### config.mk
export PLATFORM = sky130hd
export DESIGN_NAME = aplic_msi_sender
export DESIGN_NICKNAME = d
export VERILOG_FILES = /design/src/rtl/aia_pkg.sv /design/src/rtl/aplic_msi_fifo.sv /design/src/rtl/aplic_msi_sender.sv
export SDC_FILE = /design/constraint.sdc
export NUM_CORES = 1
export LEC_CHECK = 0
export ABC_AREA = 0
export BUFFER_PORTS_ARGS = -buffer_cell sky130_fd_sc_hd__buf_2
export CORE_AREA = 2 2 190 117
export CTS_CLUSTER_DIAMETER = 100
export DETAILED_ROUTE_END_ITERATION = 12
export DIE_AREA = 0 0 192 119
export SYNTH_ARGS = -nofsm -noshare
export SYNTH_HDL_FRONTEND = slang
export SYNTH_SLANG_ARGS = --single-unit
### constraint.sdc
create_clock -name clk_i -period 5.8 [get_ports clk_i]
set_clock_uncertainty 0.05 [all_clocks]
set_input_delay 0.87 -clock clk_i [delete_from_list [all_inputs] [get_ports clk_i]]
set_output_delay 0.87 -clock clk_i [all_outputs]
set_load 0.02 [all_outputs]
### src/rtl/aia_pkg.sv
// Shared AIA types and sizing for the APLIC MSI sender.
// Holds the MSI request bundle, sender FSM states and IMSIC constants.
package aia_pkg;

  localparam int unsigned UserNrHarts        = 5;
  localparam int unsigned UserNrSourcesImsic = 256;
  localparam int unsigned UserNrVSIntpFiles  = 1;
  localparam int unsigned UserXLEN           = 64;

  localparam int unsigned ReqHartW  = $clog2(UserNrHarts);
  localparam int unsigned ReqEiidW  = $clog2(UserNrSourcesImsic);
  localparam int unsigned ReqGuestW = $clog2(UserNrVSIntpFiles + 1);

  localparam int unsigned PpnW             = 44;
  localparam int unsigned IMSIC_PAGE_SHIFT = 12;

  typedef struct packed {
    logic                 domain;
    logic [ReqHartW-1:0]  hart;
    logic [ReqGuestW-1:0] guest;
    logic [ReqEiidW-1:0]  eiid;
  } msi_req_t;

  typedef enum logic [1:0] {
    IDLE,
    SEND,
    WAIT_RESP
  } msi_state_e;

endpackage

### src/rtl/aplic_msi_fifo.sv
// Synchronous request FIFO of msi_req_t (push/pop, full/empty).
// Ports: clk_i, rst_ni, push_i, pop_i, data_i, data_o, full_o, empty_o.
module aplic_msi_fifo
  import aia_pkg::*;
#(
  parameter int unsigned Depth = 4
) (
  input  logic     clk_i,
  input  logic     rst_ni,
  input  logic     push_i,
  input  logic     pop_i,
  input  msi_req_t data_i,
  output msi_req_t data_o,
  output logic     full_o,
  output logic     empty_o
);

  localparam int unsigned PtrW = $clog2(Depth);

  msi_req_t        mem_q [Depth];
  logic [PtrW-1:0] wr_q;
  logic [PtrW-1:0] rd_q;
  logic [PtrW:0]   cnt_q;
  logic            do_push;
  logic            do_pop;

  assign full_o  = cnt_q == (PtrW+1)'(Depth);
  assign empty_o = cnt_q == '0;
  assign do_push = push_i && !full_o;
  assign do_pop  = pop_i && !empty_o;
  assign data_o  = mem_q[rd_q];

  always_ff @(posedge clk_i or negedge rst_ni) begin
    if (!rst_ni) begin
      wr_q  <= '0;
      rd_q  <= '0;
      cnt_q <= '0;
      for (int i = 0; i < Depth; i++) begin
        mem_q[i] <= '0;
      end
    end else begin
      if (do_push) begin
        mem_q[wr_q] <= data_i;
        wr_q        <= wr_q + PtrW'(1);
      end
      if (do_pop) begin
        rd_q <= rd_q + PtrW'(1);
      end
      unique case ({do_push, do_pop})
        2'b10:   cnt_q <= cnt_q + (PtrW+1)'(1);
        2'b01:   cnt_q <= cnt_q - (PtrW+1)'(1);
        default: cnt_q <= cnt_q;
      endcase
    end
  end

endmodule

### src/rtl/aplic_msi_sender.sv
// APLIC MSI-mode sender: buffers forwarded interrupts, writes MSIs to IMSICs.
// Ports: req_* in, msi_* write/response, base PPNs, busy and drop/err counts.
module aplic_msi_sender
  import aia_pkg::*;
#(
  parameter  int unsigned NrHarts       = UserNrHarts,
  parameter  int unsigned NrSources     = UserNrSourcesImsic,
  parameter  int unsigned NrVSIntpFiles = UserNrVSIntpFiles,
  parameter  int unsigned XLEN          = UserXLEN,
  parameter  int unsigned FifoDepth     = 4,
  localparam int unsigned HartW         = $clog2(NrHarts),
  localparam int unsigned EiidW         = $clog2(NrSources),
  localparam int unsigned GuestW        = $clog2(NrVSIntpFiles + 1)
) (
  input  logic              clk_i,
  input  logic              rst_ni,
  input  logic              req_valid_i,
  output logic              req_ready_o,
  input  logic              req_domain_i,
  input  logic [HartW-1:0]  req_hart_i,
  input  logic [GuestW-1:0] req_guest_i,
  input  logic [EiidW-1:0]  req_eiid_i,
  input  logic [PpnW-1:0]   mbase_ppn_i,
  input  logic [PpnW-1:0]   sbase_ppn_i,
  output logic              msi_valid_o,
  input  logic              msi_ready_i,
  output logic [XLEN-1:0]   msi_addr_o,
  output logic [31:0]       msi_data_o,
  input  logic              msi_bvalid_i,
  input  logic [1:0]        msi_bresp_i,
  output logic              msi_bready_o,
  output logic              busy_o,
  output logic [7:0]        drop_cnt_o,
  output logic [7:0]        err_cnt_o
);

  msi_state_e      state_q;
  msi_state_e      state_d;
  msi_req_t        req_in;
  msi_req_t        head;
  logic            full;
  logic            empty;
  logic            pop;
  logic            entry_ok;
  logic [PpnW-1:0] ppn_sum;
  logic [XLEN-1:0] addr_d;
  logic            valid_q;
  logic [XLEN-1:0] addr_q;
  logic [31:0]     data_q;
  logic [7:0]      drop_q;
  logic [7:0]      err_q;

  assign req_in = '{
    domain: req_domain_i,
    hart:   req_hart_i,
    guest:  req_guest_i,
    eiid:   req_eiid_i
  };

  aplic_msi_fifo #(
    .Depth(FifoDepth)
  ) u_fifo (
    .clk_i  (clk_i),
    .rst_ni (rst_ni),
    .push_i (req_valid_i),
    .pop_i  (pop),
    .data_i (req_in),
    .data_o (head),
    .full_o (full),
    .empty_o(empty)
  );

  assign req_ready_o  = !full;
  assign pop          = (state_q == IDLE) && !empty;
  assign msi_bready_o = state_q == WAIT_RESP;
  assign busy_o       = !empty || (state_q != IDLE);
  assign msi_valid_o  = valid_q;
  assign msi_addr_o   = addr_q;
  assign msi_data_o   = data_q;
  assign drop_cnt_o   = drop_q;
  assign err_cnt_o    = err_q;

  assign entry_ok = (head.eiid != '0)
                 && (32'(head.hart) < NrHarts)
                 && !(head.domain
                      && (32'(head.guest) > NrVSIntpFiles));

  // Bases are sampled here, at pop time; the sum wraps at 44 bits.
  always_comb begin
    if (head.domain) begin
      ppn_sum = sbase_ppn_i
              + PpnW'(head.hart) * PpnW'(NrVSIntpFiles + 1)
              + PpnW'(head.guest);
    end else begin
      ppn_sum = mbase_ppn_i + PpnW'(head.hart);
    end
  end

  assign addr_d = XLEN'(ppn_sum) << IMSIC_PAGE_SHIFT;

  always_comb begin
    state_d = state_q;
    unique case (state_q)
      IDLE:      if (pop && entry_ok) state_d = SEND;
      SEND:      if (msi_ready_i) state_d = WAIT_RESP;
      WAIT_RESP: if (msi_bvalid_i) state_d = IDLE;
      default:   state_d = IDLE;
    endcase
  end

  always_ff @(posedge clk_i or negedge rst_ni) begin
    if (!rst_ni) begin
      state_q <= IDLE;
      valid_q <= 1'b0;
      addr_q  <= '0;
      data_q  <= '0;
      drop_q  <= '0;
      err_q   <= '0;
    end else begin
      state_q <= state_d;
      valid_q <= state_d == SEND;
      if (pop && entry_ok) begin
        addr_q <= addr_d;
        data_q <= 32'(head.eiid);
      end
      if (pop && !entry_ok && (drop_q != 8'hff)) begin
        drop_q <= drop_q + 8'd1;
      end
      if ((state_q == WAIT_RESP) && msi_bvalid_i
          && (msi_bresp_i != 2'b00) && (err_q != 8'hff)) begin
        err_q <= err_q + 8'd1;
      end
    end
  end

endmodule
# ---- Word level (Yosys, flattened, before mapping)
# Cells that the tools add are included.
# W data, S select, Z words.
dict set report totals {
  regBits 130
  input_bits 108
  output_inout_bits 116
  wordCells 81
}
dict set report op_classes {
  reduce_logical 21
  n_lt_le_gt_ge 4
  bitwise_logic 2
  n_addsub 9
  n_eq_ne 8
  muxes 12
}
# op count
set ops {}
lappend ops {{$bwmux W52} 1}
lappend ops {{$add A44 B1 Y44} 1}
lappend ops {{$add A44 B3 Y44} 1}
lappend ops {{$add A44 B4 Y44} 1}
lappend ops {{$mux W44} 1}
lappend ops {{$mux W13} 3}
lappend ops {{$bmux W13 S2} 1}
lappend ops {{$demux W13 S2} 1}
lappend ops {{$add A8 B1 Y8 const B} 2}
lappend ops {{$ne A8 B8 Y1 const B} 2}
lappend ops {{$logic_and A1 B1 Y1} 11}
lappend ops {{$reduce_bool A8 Y1} 1}
lappend ops {{$eq A2 B1 Y1 const B} 3}
lappend ops {{$ge A3 B3 Y1 const B} 2}
lappend ops {{$mux W2} 3}
lappend ops {{$not A2 Y3} 2}
lappend ops {{$pmux W2 S3} 1}
lappend ops {{$pmux W3 S2} 1}
lappend ops {{$reduce_bool A2 Y1} 3}
lappend ops {{$add A2 B1 Y2 const B} 2}
lappend ops {{$eq A2 B2 Y1 const B} 2}
lappend ops {{$add A3 B1 Y3 const B} 1}
lappend ops {{$eq A3 B3 Y1 const B} 1}
lappend ops {{$logic_not A1 Y1} 3}
lappend ops {{other kinds (6)} 6}

# ---- Depth between registers and ports, before layout
dict set report depth {
  word_depth 10
  depth_mapped 13
}

# ---- Hierarchy
# From an unflattened synthesis, not the netlist that was laid out.
dict set report hier_totals {
  cells_unflattened 775
  hier_area_um2 7955.1
}
# mod instances seq_area_each_um2 cells_each area_each_um2
set modules_own_cells {}
lappend modules_own_cells {aplic_msi_sender 1 1776.7 611 5293.8}
lappend modules_own_cells {aplic_msi_fifo 1 1476.4 164 2661.3}

# ---- Worst setup path before layout
# OpenSTA, ideal clock, no wires.
dict set report synth_path {
  path_type {reg2reg}
  startpoint {register u_fifo.rd_q[0]}
  endpoint {register addr_q[49] (netlist: msi_addr_o[49])}
  path_stages_with_launch 13
  synth_period_minus_slack_ps 3204
  path_buffers 4
  arrival_ps 3033
  setup_slack_ps 2596
  path_cell_list {dfrtp_1 -> buf_4 -> buf_6 -> mux4_2 -> ha_1 -> o211ai_1 -> or2_2 -> clkbuf_1 -> clkbuf_1 -> nor4_1 -> xnor2_1 -> a21oi_1 -> a22o_1}
}
dict set report synth_between {
  elab_chain_cells 7
  elab_cells_between_ends 12
  classes_between {3 x add/sub; 1 x order compare; 4 x mux; 1 x bitwise; 3 x reduce/logical}
}
# element line_no
set synth_rtl {}
lappend synth_rtl {{from (decl)} aplic_msi_fifo.sv:22} ;# logic [PtrW-1:0] rd_q;
lappend synth_rtl {{from (signal assigned)} aplic_msi_fifo.sv:47} ;# rd_q <= rd_q + PtrW'(1);
lappend synth_rtl {{$not A2 Y3 (implied by the code) (*)} aplic_msi_fifo.sv:31} ;# assign data_o = mem_q[rd_q];
lappend synth_rtl {{$bmux W13 S2 (*)} aplic_msi_fifo.sv:31}
lappend synth_rtl {{$mux W13 (implied by the code) (*) (2 in series)} aplic_msi_fifo.sv:31}
lappend synth_rtl {{$add A44 B4 Y44, or another cell as far along} aplic_msi_sender.sv:92} ;# + PpnW'(head.hart) * PpnW'(NrVSIntpFiles + 1)
lappend synth_rtl {{$add A44 B1 Y44 or $logic_and A1 B1 Y1 (tied branches)} {aplic_msi_sender.sv:93, aplic_msi_sender.sv:84}}
lappend synth_rtl {{$mux W44 or $logic_and A1 B1 Y1 (tied branches)} {aplic_msi_sender.sv:90, aplic_msi_sender.sv:122}}
lappend synth_rtl {{to (signal assigned)} aplic_msi_sender.sv:123} ;# addr_q <= addr_d;
lappend synth_rtl {{to (decl)} aplic_msi_sender.sv:48} ;# logic [XLEN-1:0] addr_q;
# Every way passes the cells marked *; elsewhere a longest branch is shown, timed or not. The select of a mux whose other input is x is not followed.
# A chain may end at the register's enable or synchronous reset.

# ---- Worst setup path after layout
dict set report layout_path {
  startpoint {register u_fifo.rd_q[0]}
  endpoint {register addr_q[52] (netlist: msi_addr_o[52])}
}
# The elaborated chain is that of the path after synthesis.

==> metrics.txt <==
first-pass GRT wire length 39,160 µm; Vert. Die Dim 119 µm; Critical Path Slowest Stage Cell dfrtp_1; largest net degree at the start of global routing 70; Syn. warnings 0; Post-Place Cell Area 0.009323 mm²; half-perimeter wire length after placement 19,320 µm; Setup Fix Bufs, Post-CTS 0; layout cell share with drive strength beyond 1 0.3093; vias in the first global route 6,545; met2 Resource Use GR 0.2877; CP bufs+invs 1; FF-to-FF Start u_fifo.rd_q[0]; gr busiest metal met1; Peak Freq 0.2426 GHz; Placement Setup Slack 1.722 ns; post-CTS sizing 0; Setup Crit Path Kind flop to flop; CP peak stage delay 1.04 ns; final worst slack 1.679 ns; max-slew violations 0; setup tns final 0 ns; CTS tree yes; Worst R2R End msi_addr_o[52]; drt initial violations 711; nets 1,124; cell row count 42; # fillers 2,085; startpoint types flop; Cells after Synth 834; DR DRC count 0; R2R cell count 10; met3 Track Usage GR 0.07840; port buffer count 179; type of the worst min-delay path input port to asynchronous set/reset pin; Cell Area, Synth 0.008361 mm²; mean number of vias per cell 5.434; Max Cap Viol 0; actual slew at the worst max-slew pin 1.057 ns; io pins 224; GP Congestion 0.8824; die footprint 0.02285 mm²; gr usage total 0.2298; routed wire length 25,830 µm; total power 5810 µW; Seq cells post-synth 130; Cell Pwr Density 586.7 mW/mm²; clock buffer depth 2; Worst EP required 6.07 ns; Setup crit end kind flop; Tmin final 4.121 ns; final setup violating endpoints 0; Final Cycle Share 0.7106; WP data arrival 4.39 ns; Fin Hold WS 0.3427 ns; unrepaired setup endpoints after global routing no; Sink Count 130; clock root cell clkbuf_16; Die X 192 µm; H-tree Lvls 4; worst path cell trace mux4_2 -> ha_1 -> inv_1 -> fa_1 -> nor2b_1 -> o21ai_0 -> nor4_1 -> a31oi_1 -> nand3b_1 -> a22o_1; Layout area overhead 18.44%; grt ovf 0; top cell family by delay on the critical path simple AND/OR/NAND/NOR gates; global routing usage on met1 0.3690; Post-synth top flop dfrtp_1; tightest slew margin relative to the limit 0.2957; Max Fanout on Critical Path 16; average cell area after synthesis 10.02 µm²; Critical Path Sink msi_addr_o[52]; Initial Utilization 0.3899; TritonCTS buffer count 17; Yosys cell types 60; R2R setup slack 1.68 ns; hold buffers post-CTS 0; CP Launch Point u_fifo.rd_q[0]; vias 7,091; EDFF count, synth 0; routed wire length per instance 19.80 µm; ys async rst share 1.000; leakage power 0.004323 µW; Hold Vio Cnt, Final 0; clock latency on the worst-skew pair 0.43 ns; first drt pass iteration count 5; post-synthesis sequential area ratio 0.3891; Design Area, Final 0.009902 mm²; Max VDD drop 0.0002954 V; Crit path depth 10; initial antenna violation count 7; status completed; ANT nets after route 0; Core Region 0.02144 mm²; clk slew on worst S/H paths 0.06 ns
==> kinds of logic (layout without fill, tap and decap cells) <==
family	Yosys count	in the layout	share of synthesized area
adder cells (fa/ha/maj)	17	17	0.02814
multiplexers	96	96	0.1429
buffers and inverters	103	238	0.07094
AND/OR/NAND/NOR	287	287	0.1886
flip-flops	130	130	0.3891
other	1	51	0.0004485
AO/OA/AOI/OAI	115	115	0.09084
XOR/XNOR	85	85	0.08905
==> per-stage QoR <==
step	util	instances
3_3_place_gp	0.4348	1266
4_1_cts	0.4610	1298
5_1_grt	0.4613	1300
6_report	0.4618	1305
2_1_floorplan	-	877
3_5_place_dp	0.4348	1266
==> placed cells by master, fill, tap and decap left out, drive strengths merged, types with 8 or more instances in the layout <==
| cell | instances |
|---|---|
| buf | 184 |
| dfrtp | 130 |
| nand2 | 81 |
| mux2 | 67 |
| xnor2 | 57 |
| conb | 44 |
| nand3 | 42 |
| nand4 | 37 |
| nor4 | 36 |
| o21ai | 35 |
| xor2 | 28 |
| a21oi | 26 |
| inv | 26 |
| nor2 | 23 |
| a22o | 20 |
| clkbuf | 19 |
| mux2i | 17 |
| nor3 | 16 |
| ha | 14 |
| mux4 | 12 |
| and3 | 12 |
| and4 | 10 |
| or3 | 8 |
==> synthesized netlist by cell type, drive strengths merged, types with 2 or more instances <==
cell type / instances / area [µm²]
a31oi: 2 / 12.51
o211a: 2 / 20.02
or3: 8 / 50.05
o211ai: 2 / 15.01
a2111oi: 2 / 20.02
nor4: 36 / 269.0
nor3: 16 / 80.08
clkbuf: 18 / 67.56
nor2b: 4 / 25.02
mux2i: 17 / 170.2
xor2: 28 / 245.2
a21oi: 26 / 133.9
a21o: 4 / 30.03
or4: 7 / 53.80
o21a: 4 / 30.03
o21ai: 35 / 178.9
dfrtp: 130 / 3253
a211oi: 6 / 45.04
nand2b: 2 / 12.51
and3: 12 / 77.57
buf: 63 / 442.9
o31ai: 3 / 22.52
nand4: 37 / 237.7
and4: 10 / 87.58
ha: 14 / 175.2
nor2: 23 / 86.33
mux4: 12 / 270.3
a22o: 20 / 175.2
a22oi: 2 / 15.01
mux2: 67 / 754.5
or2: 3 / 18.77
and2: 3 / 18.77
nand2: 81 / 306.6
o31a: 2 / 17.52
nand3b: 2 / 27.53
xnor2: 57 / 499.2
nand3: 42 / 210.2
fa: 3 / 60.06
inv: 22 / 82.58
==> sequential cells by signal, summed over array words and instances (netlist names) <==
register	cells
msi_addr_o	44
err_cnt_o	8
msi_valid_o	1
u_fifo.cnt_q	3
drop_cnt_o	8
state_q	2
u_fifo.wr_q	2
u_fifo.rd_q	2
u_fifo.mem_q	52
msi_data_o	8
==> worst reg2reg max path: cells and delay by family, from the launching register on <==
kind                     cells  cell delay (ns)
AND/OR/NAND/NOR              3             1.14
flip-flops                   1             1.04
AO/OA/AOI/OAI                3             0.72
adder cells (fa/ha/maj)      2             0.60
multiplexers                 1             0.40
buffers and inverters        1             0.07
==> cell type report <==
class / count / area [µm²] / share of cell area
inverters: 22 / 82.58 / 0.008340
flip-flops and latches: 130 / 3253 / 0.3285
clock inverters: 13 / 128.9 / 0.01301
diodes: 7 / 17.52 / 0.001769
clock buffers: 19 / 432.9 / 0.04372
well taps: 286 / 357.8 / 0.03614
repair buffers: 184 / 935.9 / 0.09452
multi-input cells: 644 / 4693 / 0.4740
==> worst min-delay path by stage <==
| stage | slack (ns) | to | startpoint | cells after the start |
|---|---|---|---|---|
| 2_1_floorplan | 0.41 | u_fifo.cnt_q[2] | u_fifo.cnt_q[2] | 1 |
| 3_3_place_gp | 0.41 | msi_addr_o[16] | msi_addr_o[16] | 2 |
| 3_5_place_dp | 0.41 | msi_addr_o[16] | msi_addr_o[16] | 2 |
| 4_1_cts | 0.35 | drop_cnt_o[3] | rst_ni | 1 |
| 5_1_grt | 0.37 | drop_cnt_o[3] | rst_ni | 1 |
| 6_report | 0.34 | drop_cnt_o[3] | rst_ni | 1 |
==> metal layers <==
layer / vias to the layer above / wire [µm]
li1: 3303 / -
met1: 3465 / 13100
met2: 302 / 9823
met3: 21 / 2684
met4: 0 / 225
met5: - / 0
==> where the power goes <==
part           total, µW  switching, µW  internal [µW]
clock               1040            446            597
combinational       3080           1810           1260
sequential          1690            321           1370
Note: power is estimated with default switching activity, not from simulation.
